**src/rtl/dequantizer_stream.sv**
```systemverilog
// dequantizer_stream: serializes packed narrow fixed-point words one lane per
// cycle and widens each lane to the accumulator format (sign-extend + align).
// Optional build macro: DEQUANT_ZERO_POINT_EN adds a per-word zero_point that
// is subtracted from each lane before widening.
module dequantizer_stream #(
    parameter int unsigned WIDTH_IN  = 8,
    parameter int unsigned FRAC_IN   = 4,
    parameter int unsigned WIDTH_OUT = 16,
    parameter int unsigned FRAC_OUT  = 8,
    parameter int unsigned LANES     = 4
) (
    input  logic                                         clk,
    input  logic                                         rst_n,
    input  logic                                         in_valid,
    output logic                                         in_ready,
    input  logic [LANES*WIDTH_IN-1:0]                    in_data,
    input  logic                                         in_last,
`ifdef DEQUANT_ZERO_POINT_EN
    input  logic [WIDTH_IN-1:0]                          zero_point,
`endif
    output logic                                         out_valid,
    input  logic                                         out_ready,
    output logic [WIDTH_OUT-1:0]                         out_data,
    output logic [((LANES > 1) ? $clog2(LANES) : 1)-1:0] out_lane,
    output logic                                         out_last
);

    localparam int unsigned LANE_W = (LANES > 1) ? $clog2(LANES) : 1;
    localparam int unsigned SHIFT  = FRAC_OUT - FRAC_IN;

    typedef enum logic {IDLE, EMIT} state_t;

    state_t                    state;
    state_t                    state_next;
    logic [LANE_W-1:0]         lane_cnt;
    logic [LANES*WIDTH_IN-1:0] buf_data;
    logic                      buf_last;
`ifdef DEQUANT_ZERO_POINT_EN
    logic [WIDTH_IN-1:0]       buf_zp;
`endif

    logic                      last_lane;
    logic                      in_fire;
    logic                      out_fire;
    logic [WIDTH_IN-1:0]       lane_val;
    logic signed [WIDTH_IN:0]  diff;
    logic signed [WIDTH_OUT-1:0] wide;

    assign last_lane = (lane_cnt == LANE_W'(LANES - 1));
    assign in_fire   = in_valid && in_ready;
    assign out_fire  = out_valid && out_ready;

    // State register
    always_ff @(posedge clk or negedge rst_n) begin
        if (!rst_n) begin
            state <= IDLE;
        end else begin
            state <= state_next;
        end
    end

    // Next-state: a final-lane handshake either chains the next word or idles
    always_comb begin
        state_next = state;
        case (state)
            IDLE: if (in_valid) state_next = EMIT;
            EMIT: if (out_ready && last_lane && !in_valid) state_next = IDLE;
            default: state_next = IDLE;
        endcase
    end

    // Handshake outputs; in_ready follows out_ready only at the final lane
    always_comb begin
        in_ready  = 1'b0;
        out_valid = 1'b0;
        case (state)
            IDLE: in_ready = rst_n;
            EMIT: begin
                out_valid = 1'b1;
                in_ready  = rst_n && last_lane && out_ready;
            end
            default: ;
        endcase
    end

    // Word buffer and lane counter
    always_ff @(posedge clk or negedge rst_n) begin
        if (!rst_n) begin
            lane_cnt <= '0;
            buf_data <= '0;
            buf_last <= 1'b0;
`ifdef DEQUANT_ZERO_POINT_EN
            buf_zp   <= '0;
`endif
        end else if (in_fire) begin
            lane_cnt <= '0;
            buf_data <= in_data;
            buf_last <= in_last;
`ifdef DEQUANT_ZERO_POINT_EN
            buf_zp   <= zero_point;
`endif
        end else if (out_fire) begin
            lane_cnt <= last_lane ? '0 : lane_cnt + LANE_W'(1);
        end
    end

    // Widening of the current lane; one extra bit keeps the subtraction exact
    always_comb begin
        lane_val = buf_data[int'(lane_cnt)*WIDTH_IN +: WIDTH_IN];
`ifdef DEQUANT_ZERO_POINT_EN
        diff = $signed({lane_val[WIDTH_IN-1], lane_val})
             - $signed({buf_zp[WIDTH_IN-1], buf_zp});
`else
        diff = $signed({lane_val[WIDTH_IN-1], lane_val});
`endif
        wide     = WIDTH_OUT'(diff);
        out_data = wide <<< SHIFT;
    end

    assign out_lane = lane_cnt;
    assign out_last = buf_last && last_lane;

endmodule

```
**config.mk**
```make
export PLATFORM = sky130hd
export DESIGN_NAME = dequantizer_stream
export DESIGN_NICKNAME = d
export VERILOG_FILES = /design/src/rtl/dequantizer_stream.sv
export SDC_FILE = /design/constraint.sdc
export NUM_CORES = 1
export LEC_CHECK = 0
export ABC_CLOCK_PERIOD_IN_PS = 4400
export BUFFER_PORTS_ARGS = -buffer_cell sky130_fd_sc_hd__buf_4
export CAP_MARGIN = 20
export CORE_AREA = 2 2 75 77
export DETAILED_ROUTE_END_ITERATION = 8
export DIE_AREA = 0 0 77 79
export PLACE_DENSITY = 0.53
export SYNTH_ARGS = -nofsm -noshare
export SYNTH_HDL_FRONTEND = slang
export SYNTH_SLANG_ARGS = --single-unit
```
**constraint.sdc**
```tcl
create_clock -name clk -period 4.4 [get_ports clk]
set_input_delay 0.22 -clock clk [delete_from_list [all_inputs] [get_ports clk]]
set_output_delay 0.22 -clock clk [all_outputs]
set_load 0.01 [all_outputs]
```
==> metrics.txt, run 1 <==
cell count after synthesis=105; vias per std cell=~4.4; wirelength, routed=3320 microns; 1st-iter DRT viols=45; Synth Area per Inst=17.0 sq um; Critical Path Slowest Stage Cell=dfrtp_1; Finish-stage setup viols=0; clk_skew=0.00985 ns; first-pass GRT wire length=5380 microns; Final Util=42.2%; P&R area growth vs syn=26.1%; min-delay worst type=input port to flip-flop; Crit Reg-Reg Startpoint=out_lane[0]$_DFFE_PN0P_; routability cong.=0.637; routed vias=just over 1,000; Final WS setup=2.08 ns; clk slew on worst S/H paths=about 0.070 ns; Max VDD drop=around 0.0003 V; CP arrival=2.49 ns; Die H=approximately 80 microns; Rows=27; Synth top area share=50.5%; Die Wd=77 microns; setup TNS=0 ns; post-synthesis sequential area ratio=50.5%; post-synth cell types=21; Synth Register Bits=36; met3 Usage GRT=4.89%; CTS resizes=0; highest cell delay on the worst timing path=approximately 0.74 ns; GRT Total Usage=between 10% and 20%; htree depth=2; Slew Limit Headroom=58.5%; Worst Tran Pin Value=0.622 ns; Critical Path RT=4.57 ns; post-synthesis cell area=approximately 0.0018 sq mm; Clock Path Buffers=2; register area=901 sq um; Placed Cells incl. Taps=between 200 and 250; post-DR wirelength/cell=14.5 microns; period utilization=52.7%; GRT busiest layer=met2; Pre-antenna DRT Iters=4; global-route met2 utilization=between 10% and 20%; total power=roughly 1600 uW; outcome=finished, final reports clean; CTS Hold Bufs=1; Final HPWL DP=2320 microns; NumNets Final=193; Antenna Nets Post-Route=0; TritonCTS clock tree=yes; I/O pins=58; setup bufs post-CTS=0; DR DRC count=0; largest net degree at the start of global routing=39; min-delay src=in_valid; Max Slew Vio Count=0; vias in the first global route=1,092; final cell count without fillers=about 230; main area contributors after synthesis=dfrtp_1 (50%), mux2_4 (24%), mux4_2 (10%); Fin. Hold Viols=0; PortBufs=53; Max Freq=431 MHz; nature of the critical path startpoint=flip-flop; Tmin final=2.32 ns; number of antenna violations at the first check in global routing=0; antenna diode instance count=0; fillers=523; DIE AREA=0.00608 sq mm; synth warn=0; Place WS=approximately 2.0 ns; Leak=0.00107 uW; GR Util met1=between 10% and 20%; Worst setup startpoint=out_lane[0]$_DFFE_PN0P_; clock sinks=36; worst-path maximum fanout=35; clk_lat worst skew=0.28 ns; Initial Utilization=around 33%; CP Class=flip-flop to flip-flop; root buf cell=clkbuf_8; pwr dens=691 mW/mm^2; critical-path cell list=ha_1 > a21bo_1 > and3_4 > mux2_2; core region area=approximately 0.0053 sq mm; share of cells above drive strength 1=66.0%; CTS Buf Count=5; Multi-input gate area=761 sq um; RSZ-0062 raised after global routing=false; Max-Cap Viols=0; critical path endpoint category=flip-flop; largest area contributor in the netlist=dfrtp_1; grt total ovfl=0
==> cells in the mapped netlist <==
master / number
conb_1: 1
dfrtp_1: 36
and3_4: 1
mux2_2: 5
and2_1: 2
a21bo_1: 1
buf_1: 1
nand2_1: 2
mux2i_1: 1
or2b_1: 1
nand3_1: 1
ha_1: 1
buf_8: 1
a21oi_1: 1
buf_2: 1
buf_12: 2
buf_4: 8
mux4_2: 8
mux2_4: 28
nor2_1: 2
buf_6: 1
==> per-stage QoR <==
step	hold slack (ns)	instance area (sq um)
after global placement	0.201	2150
final	0.135	2250
after floorplan	-0.0756	1800
after CTS	0.119	2250
after detailed placement	0.210	2150
after global routing	0.127	2250
==> power breakdown <==
group	switching, uW	total (uW)	internal [uW]
clock network	113	238	125
registers	126	616	490
logic	222	703	481
total	461	1560	1100
==> state kept, by name, summed over array words and instances (netlist names) <==
signal,count
out_lane,2
buf_last,1
buf_data,32
state,1
==> routing by layer <==
metal  up-vias  wire length [microns]
met3         2                    206
met4         0                     15
met2        33                   1690
met1       512                   1410
met5         -                      0
li1        464                      -
==> cell type report <==
type	instances	area share [%]
multi-input cells	58	33.8
clock buffers	6	3.67
flip-flops and latches	36	40.0
well taps	72	4.00
repair buffers	54	18.1
clock inverters	2	0.444
==> layout by cell type (no fill, tap or decap), drive strengths merged <==
cell type / Yosys / layout
conb: 1 / 4
clkinv: 0 / 2
nand3: 1 / 1
nor2: 2 / 2
nand2: 2 / 2
clkbuf: 0 / 6
and3: 1 / 1
mux4: 8 / 8
dfrtp: 36 / 36
and2: 2 / 2
a21oi: 1 / 1
buf: 14 / 53
a21bo: 1 / 1
mux2i: 1 / 1
mux2: 33 / 33
ha: 1 / 1
or2b: 1 / 1
dlygate4sd3: 0 / 1
==> logic make-up after synthesis <==
| family | after synthesis | share of synthesized area, % |
|---|---|---|
| mux | 42 | 37.4 |
| flops | 36 | 50.5 |
| buf+inv | 14 | 7.57 |
| simple gates | 9 | 2.87 |
| compound gates | 2 | 0.841 |
| fa+ha+maj | 1 | 0.701 |
| other cells | 1 | 0.210 |
==> critical path, delay by kind of cell, from the launching register on <==
family | cells | cell delay (ns)
muxes | 1 | 0.41
AOI/OAI and AO/OA | 1 | 0.15
and+or+nand+nor | 1 | 0.60
DFF | 1 | 0.74
adders and majority gates | 1 | 0.29
==> path summary, 6_finish.rpt <==
| kind | cells after the start | end | slack, ns |
|---|---|---|---|
| min in group asynchronous | 2 | buf_data[25]$_DFFE_PN0P_ | 0.43 |
| min reg2reg | 1 | buf_data[10]$_DFFE_PN0P_ | 0.51 |
| max | 4 | buf_data[13]$_DFFE_PN0P_ | 2.08 |
| max reg2reg | 4 | buf_data[13]$_DFFE_PN0P_ | 2.08 |
| max in group asynchronous | 2 | buf_data[15]$_DFFE_PN0P_ | 3.63 |
| min | 2 | state$_DFF_PN0_ | 0.14 |
Power figures use the tool's default switching activity.
==> run 2, diff against run 1 <==
ABC_CLOCK_PERIOD_IN_PS = 2230   (was 4400)
clock period = 2.23 ns   (was 4.4 ns; I/O delays follow)
==> run 2 against run 1 <==
Count of clock-buffer cells in the layout stayed put. Total power grew 97%. Worst setup slack got worse by 1.6 ns. Sequential cell count is the same. Hold slack worse by 0.11 ns. Sequential share of layout area is 0.40 points lower. Cell count rose by 1.8%. Register-to-register slack worse by 1.5 ns. Clock power up 80%. Critical path depth is 1 lower. Design area rose by 1.0%.
==> metrics.txt, run 2 (synthesis gave the netlist of run 1 again) <==
nature of the critical path startpoint=flip-flop; CTS resizes=0 (unchanged); Final Util=42.6% (+0.42 points); Rows=27 (unchanged); highest cell delay on the worst timing path=0.59 ns (-0.15 ns); critical path endpoint=out_data[12]; Antenna Nets Post-Route=0 (unchanged); setup bufs post-CTS=0 (unchanged); Most flops, register=buf_data; grt total ovfl=0 (unchanged); most common cell after layout, fill and taps aside=buf_4; vias per std cell=4.43 (-0.17%); most frequent CP cell=buf_4; Fin. Hold Viols=0 (unchanged); period utilization=77.5%; NumNets Final=198 (+2.6%); share of cells above drive strength 1=66.3% (+0.22 points); Final HPWL DP=2500 microns (+7.7%); PortBufs=53 (unchanged); Crit Reg-Reg Startpoint=out_lane[1]$_DFFE_PN0P_; post-DR wirelength/cell=14.8 microns (+1.9%); fillers=532 (+1.7%); hold slack=0.0290 ns (-0.106 ns); clk_lat worst skew=0.28 ns (about the same); clock sinks=36 (unchanged); htree depth=2 (unchanged); antenna diode instance count=0 (unchanged); vias in the first global route=1,145 (+4.9%); Critical Path Slowest Stage Cell=mux4_2; r2r endpoint=buf_data[10]$_DFFE_PN0P_; CP Class=flip-flop to output port; DIE AREA=0.00608 sq mm (unchanged); Critical Path RT=2.12 ns (-2.45 ns); GRT Total Usage=12.2% (+0.54 points); P&R area growth vs syn=27.4%; Die H=79 microns (unchanged); core region area=0.00534 sq mm (unchanged); largest net degree at the start of global routing=38 (-2.6%); Max VDD drop=0.000590 V (+99%); max reg flops=32 (unchanged); Leak=0.00109 uW (+1.5%); pwr dens=1350 mW/mm^2 (+95%); Max Slew Vio Count=0 (unchanged); final design area excluding fillers=0.00227 sq mm (+1.0%); Max Freq=579 MHz; Pre-antenna DRT Iters=2 (-2); first-pass GRT wire length=5660 microns (+5.4%); min-delay worst type=input port to flip-flop; Clock Path Buffers=2 (unchanged); routed vias=1,027 (+1.6%); critical path endpoint category=output port; Die Wd=77 microns (unchanged); clk_skew=0.00500 ns (-0.00485 ns); clk slew on worst S/H paths=0.07 ns (about the same); DR DRC count=0 (unchanged); I/O pins=58 (unchanged); reg2reg path depth=5 (+1); Max-Cap Viols=0 (unchanged); Tmin final=approximately 1.7 ns; CP arrival=1.62 ns (-0.87 ns); CTS Buf Count=5 (unchanged); worst-path maximum fanout=11 (-69%); Final WS setup=0.501 ns (-1.58 ns); CTS Hold Bufs=1 (unchanged); R2R Setup Slk=0.55 ns (-1.53 ns); critical-path cell list=buf_4 > mux4_2 > buf_4; Worst setup startpoint=out_lane[0]$_DFFE_PN0P_; Finish-stage setup viols=0 (unchanged); 1st-iter DRT viols=28 (-38%); wirelength, routed=3440 microns (+3.7%); Place WS=0.534 ns (-1.47 ns); Post-DP Area=0.00219 sq mm (+1.7%); Multi-input gate area=761 sq um (unchanged); TritonCTS clock tree=yes; root buf cell=clkbuf_8; register area=901 sq um (unchanged); number of antenna violations at the first check in global routing=0 (unchanged); commonest cells after routing, fill and taps aside=buf_4 (58), dfrtp_1 (36), mux2_4 (28), mux4_2 (8); routability cong.=0.643 (+0.93%); setup TNS=0 ns (unchanged); RSZ-0062 raised after global routing=false; Worst Hold Depth=2 (unchanged); Initial Utilization=33.5% (unchanged); outcome=finished, final reports clean
==> run 2: changes by cell type in the layout (fill, tap and decap cells not counted) <==
cell	change
buf_4	+5
clkbuf_1	+1
clkbuf_8	-1
clkinv_2	-1
==> run 2: worst min path at each step <==
| stage | startpoint | to |
|---|---|---|
| after detailed placement | rst_n | buf_data[9]$_DFFE_PN0P_ |
| after floorplan | rst_n | buf_data[0]$_DFFE_PN0P_ |
| after CTS | in_valid | state$_DFF_PN0_ |
| final | in_valid | state$_DFF_PN0_ |
| after global placement | rst_n | buf_data[1]$_DFFE_PN0P_ |
| after global routing | in_valid | state$_DFF_PN0_ |
==> run 2: worst max-delay path: cells and delay by family, from the launching register on <==
| family | cells | cell delay (ns) |
|---|---|---|
| buffers and inverters | 2 | 0.41 |
| DFF | 1 | 0.35 |
| muxes | 1 | 0.59 |
==> run 2: routing by layer <==
metal	share of wire, %	vias up	global-route usage (%)
li1	-	470	-
met1	45	519	16.4
met2	49	34	18.9
met3	4.9	4	3.75
met4	1.1	0	4.29
met5	0	-	0
==> run 2: power breakdown <==
part           switching [uW]  internal [uW]
Clock                     215            212
Sequential                170            969
Combinational             527            976
Total                     912           2160
==> run 2: cell type report <==
class | instances | area share (%)
Sequential cell | 36 | 39.6
Clock buffer | 6 | 3.19
Clock inverter | 1 | 0.220
Multi-Input combinational cell | 58 | 33.4
Timing Repair Buffer | 59 | 19.6
Tap cell | 72 | 3.96
==> run 2: through the flow <==
stage,power (uW),cells
finish,3070,232
global route,3280,232
global placement,2640,224
detailed placement,2670,224
CTS,3120,232
floorplan,2190,108
==> run 3, diff against run 2 <==
ABC_CLOCK_PERIOD_IN_PS = 1400   (was 2230)
PLACE_DENSITY = 0.55   (was 0.53)
clock period = 1.4 ns   (was 2.23 ns; I/O delays follow)
==> run 3 against run 2 <==
The flow now finishes with violations (hold timing, setup timing). Worst setup slack worse by 0.77 ns. Sequential power rose by 61%. Via count up 6.7%. Utilization increased by 5.7 points. Design area is 13% higher. Count of clock-buffer cells in the layout rose by 1. Non-clock buffer count rose by 13. Clock skew about the same. Combinational power rose by 94%. Hold slack got worse by 0.19 ns. Largest power group unchanged.
==> metrics.txt, run 3 (synthesis gave the netlist of run 1 again) <==
Die H=79 microns (unchanged); Tmin final=about 1.7 ns; DR DRC count=0 (unchanged); Final HPWL DP=2640 microns (+5.7%); Place WS=-0.152 ns (-0.686 ns); max reg flops=32 (unchanged); Die Wd=77 microns (unchanged); core region area=0.00534 sq mm (unchanged); RSZ-0062 raised after global routing=true; Fin. Hold Viols=36 (+36); clk slew on worst S/H paths=0.07 ns (about the same); Leak=0.00121 uW (+11%); CP Class=flip-flop to output port; 1st-iter DRT viols=50 (+79%); largest net degree at the start of global routing=38 (unchanged); nature of the critical path startpoint=flip-flop; first-pass GRT wire length=6290 microns (+11%); post-DR wirelength/cell=16.1 microns (+8.4%); Clock Path Buffers=2 (unchanged); routed vias=1,096 (+6.7%); Multi-input gate area=763 sq um (+0.33%); Rows=27 (unchanged); critical path endpoint category=output port; share of cells above drive strength 1=67.8% (+1.6 points); Antenna Nets Post-Route=0 (unchanged); clk_skew=0.00455 ns (-0.000451 ns); vias per std cell=4.46 (+0.65%); htree depth=2 (unchanged); Most flops, register=buf_data; Pre-antenna DRT Iters=4 (+2); P&R area growth vs syn=44.5%; PortBufs=53 (unchanged); I/O pins=58 (unchanged); Initial Utilization=33.5% (unchanged); most common cell after layout, fill and taps aside=buf_4; GRT Total Usage=13.8% (+1.6 points); CP arrival=1.60 ns (-0.02 ns); commonest cells after routing, fill and taps aside=buf_4 (47), dfrtp_1 (35), mux2_4 (28), buf_6 (12), mux4_2 (8); clock sinks=36 (unchanged); hold slack=-0.164 ns (-0.194 ns); wirelength, routed=3950 microns (+15%); Max Freq=roughly 600 MHz; min-delay worst type=input port to asynchronous set/reset pin; grt total ovfl=0 (unchanged); root buf cell=clkbuf_8; outcome=complete, but fails checks; Finish-stage setup viols=48 (+48); Final WS setup=-0.273 ns (-0.774 ns); TritonCTS clock tree=yes; number of antenna violations at the first check in global routing=0 (unchanged); pwr dens=2230 mW/mm^2 (+65%); vias in the first global route=1,202 (+5.0%); Max Slew Vio Count=0 (unchanged); failing checks=hold timing, setup timing; CTS Buf Count=5 (unchanged); Max-Cap Viols=0 (unchanged); Max VDD drop=0.00132 V (+120%); worst-path maximum fanout=5 (-6); period utilization=119%; routability cong.=0.700 (+8.8%); fillers=493 (-7.3%); NumNets Final=211 (+6.6%); DIE AREA=0.00608 sq mm (unchanged); antenna diode instance count=0 (unchanged); register area=902 sq um (+0.14%); clk_lat worst skew=0.29 ns (about the same); Critical Path RT=1.33 ns (-0.79 ns); total power=5750 uW (+87%)
run 3: path summary, 6_finish.rpt:
check / end / cells past startpoint / from / slack (ns)
setup / recovery: out_data[11] / 3 / out_lane[0]$_DFFE_PN0P_ / -0.27
min in group clk: buf_data[28]$_DFFE_PN0P_ / 2 / in_data[28] / 0.01
hold reg to reg: buf_last$_DFFE_PN0P_ / 1 / buf_last$_DFFE_PN0P_ / 0.51
hold / removal: buf_data[4]$_DFFE_PN0P_ / 2 / rst_n / -0.16
setup reg to reg: buf_data[15]$_DFFE_PN0P_ / 5 / out_lane[0]$_DFFE_PN0P_ / -0.27
max in group asynchronous: out_lane[0]$_DFFE_PN0P_ / 2 / rst_n / 1.20
run 3: area by class of cell:
class	count	area share, %
Clock inverter	1	1.16
Timing Repair Buffer	72	27.1
Multi-Input combinational cell	58	29.6
Sequential cell	36	35.0
Tap cell	72	3.49
Clock buffer	7	3.73
run 3: where the power goes:
group          total, uW  switching (uW)  internal (uW)
clock               1000             373            628
combinational       2910             968           1940
sequential          1840             295           1550
run 3: what timing repair did:
item                                   4_1_cts  5_1_grt
gates cloned                                 1        2
gates resized for setup                     17        0
pin swaps                                    0        1
hold buffers                                 2        4
setup endpoints to repair                   46       50
endpoints found under the hold margin       38       40
buffers inserted                             3        0
run 3: worst max-delay path, cell delays in order (launching register included):
cell	delay [ns]
dfrtp_2	0.43
buf_12	0.14
mux4_2	0.56
buf_4	0.18
run 3: per-layer routing:
metal / track usage, % / part of all wire (%) / wire, microns
met5: 0 / 0 / 0
met3: 4.89 / 5.9 / 234
met4: 7.14 / 2.3 / 92
met2: 20.4 / 47 / 1860
met1: 18.1 / 45 / 1760
run 3: through the flow:
| step | util (%) | TNS [ns] | instance area, sq um | std cells |
|---|---|---|---|---|
| detailed placement | 42.1 | -4.82 | 2250 | 227 |
| global placement | 42.1 | -3.59 | 2250 | 227 |
| global route | 48.3 | -14.06 | 2580 | 246 |
| finish | 48.3 | -11.22 | 2580 | 246 |
| floorplan | - | -6.97 | 1810 | 108 |
| CTS | 47.2 | -10.33 | 2520 | 241 |
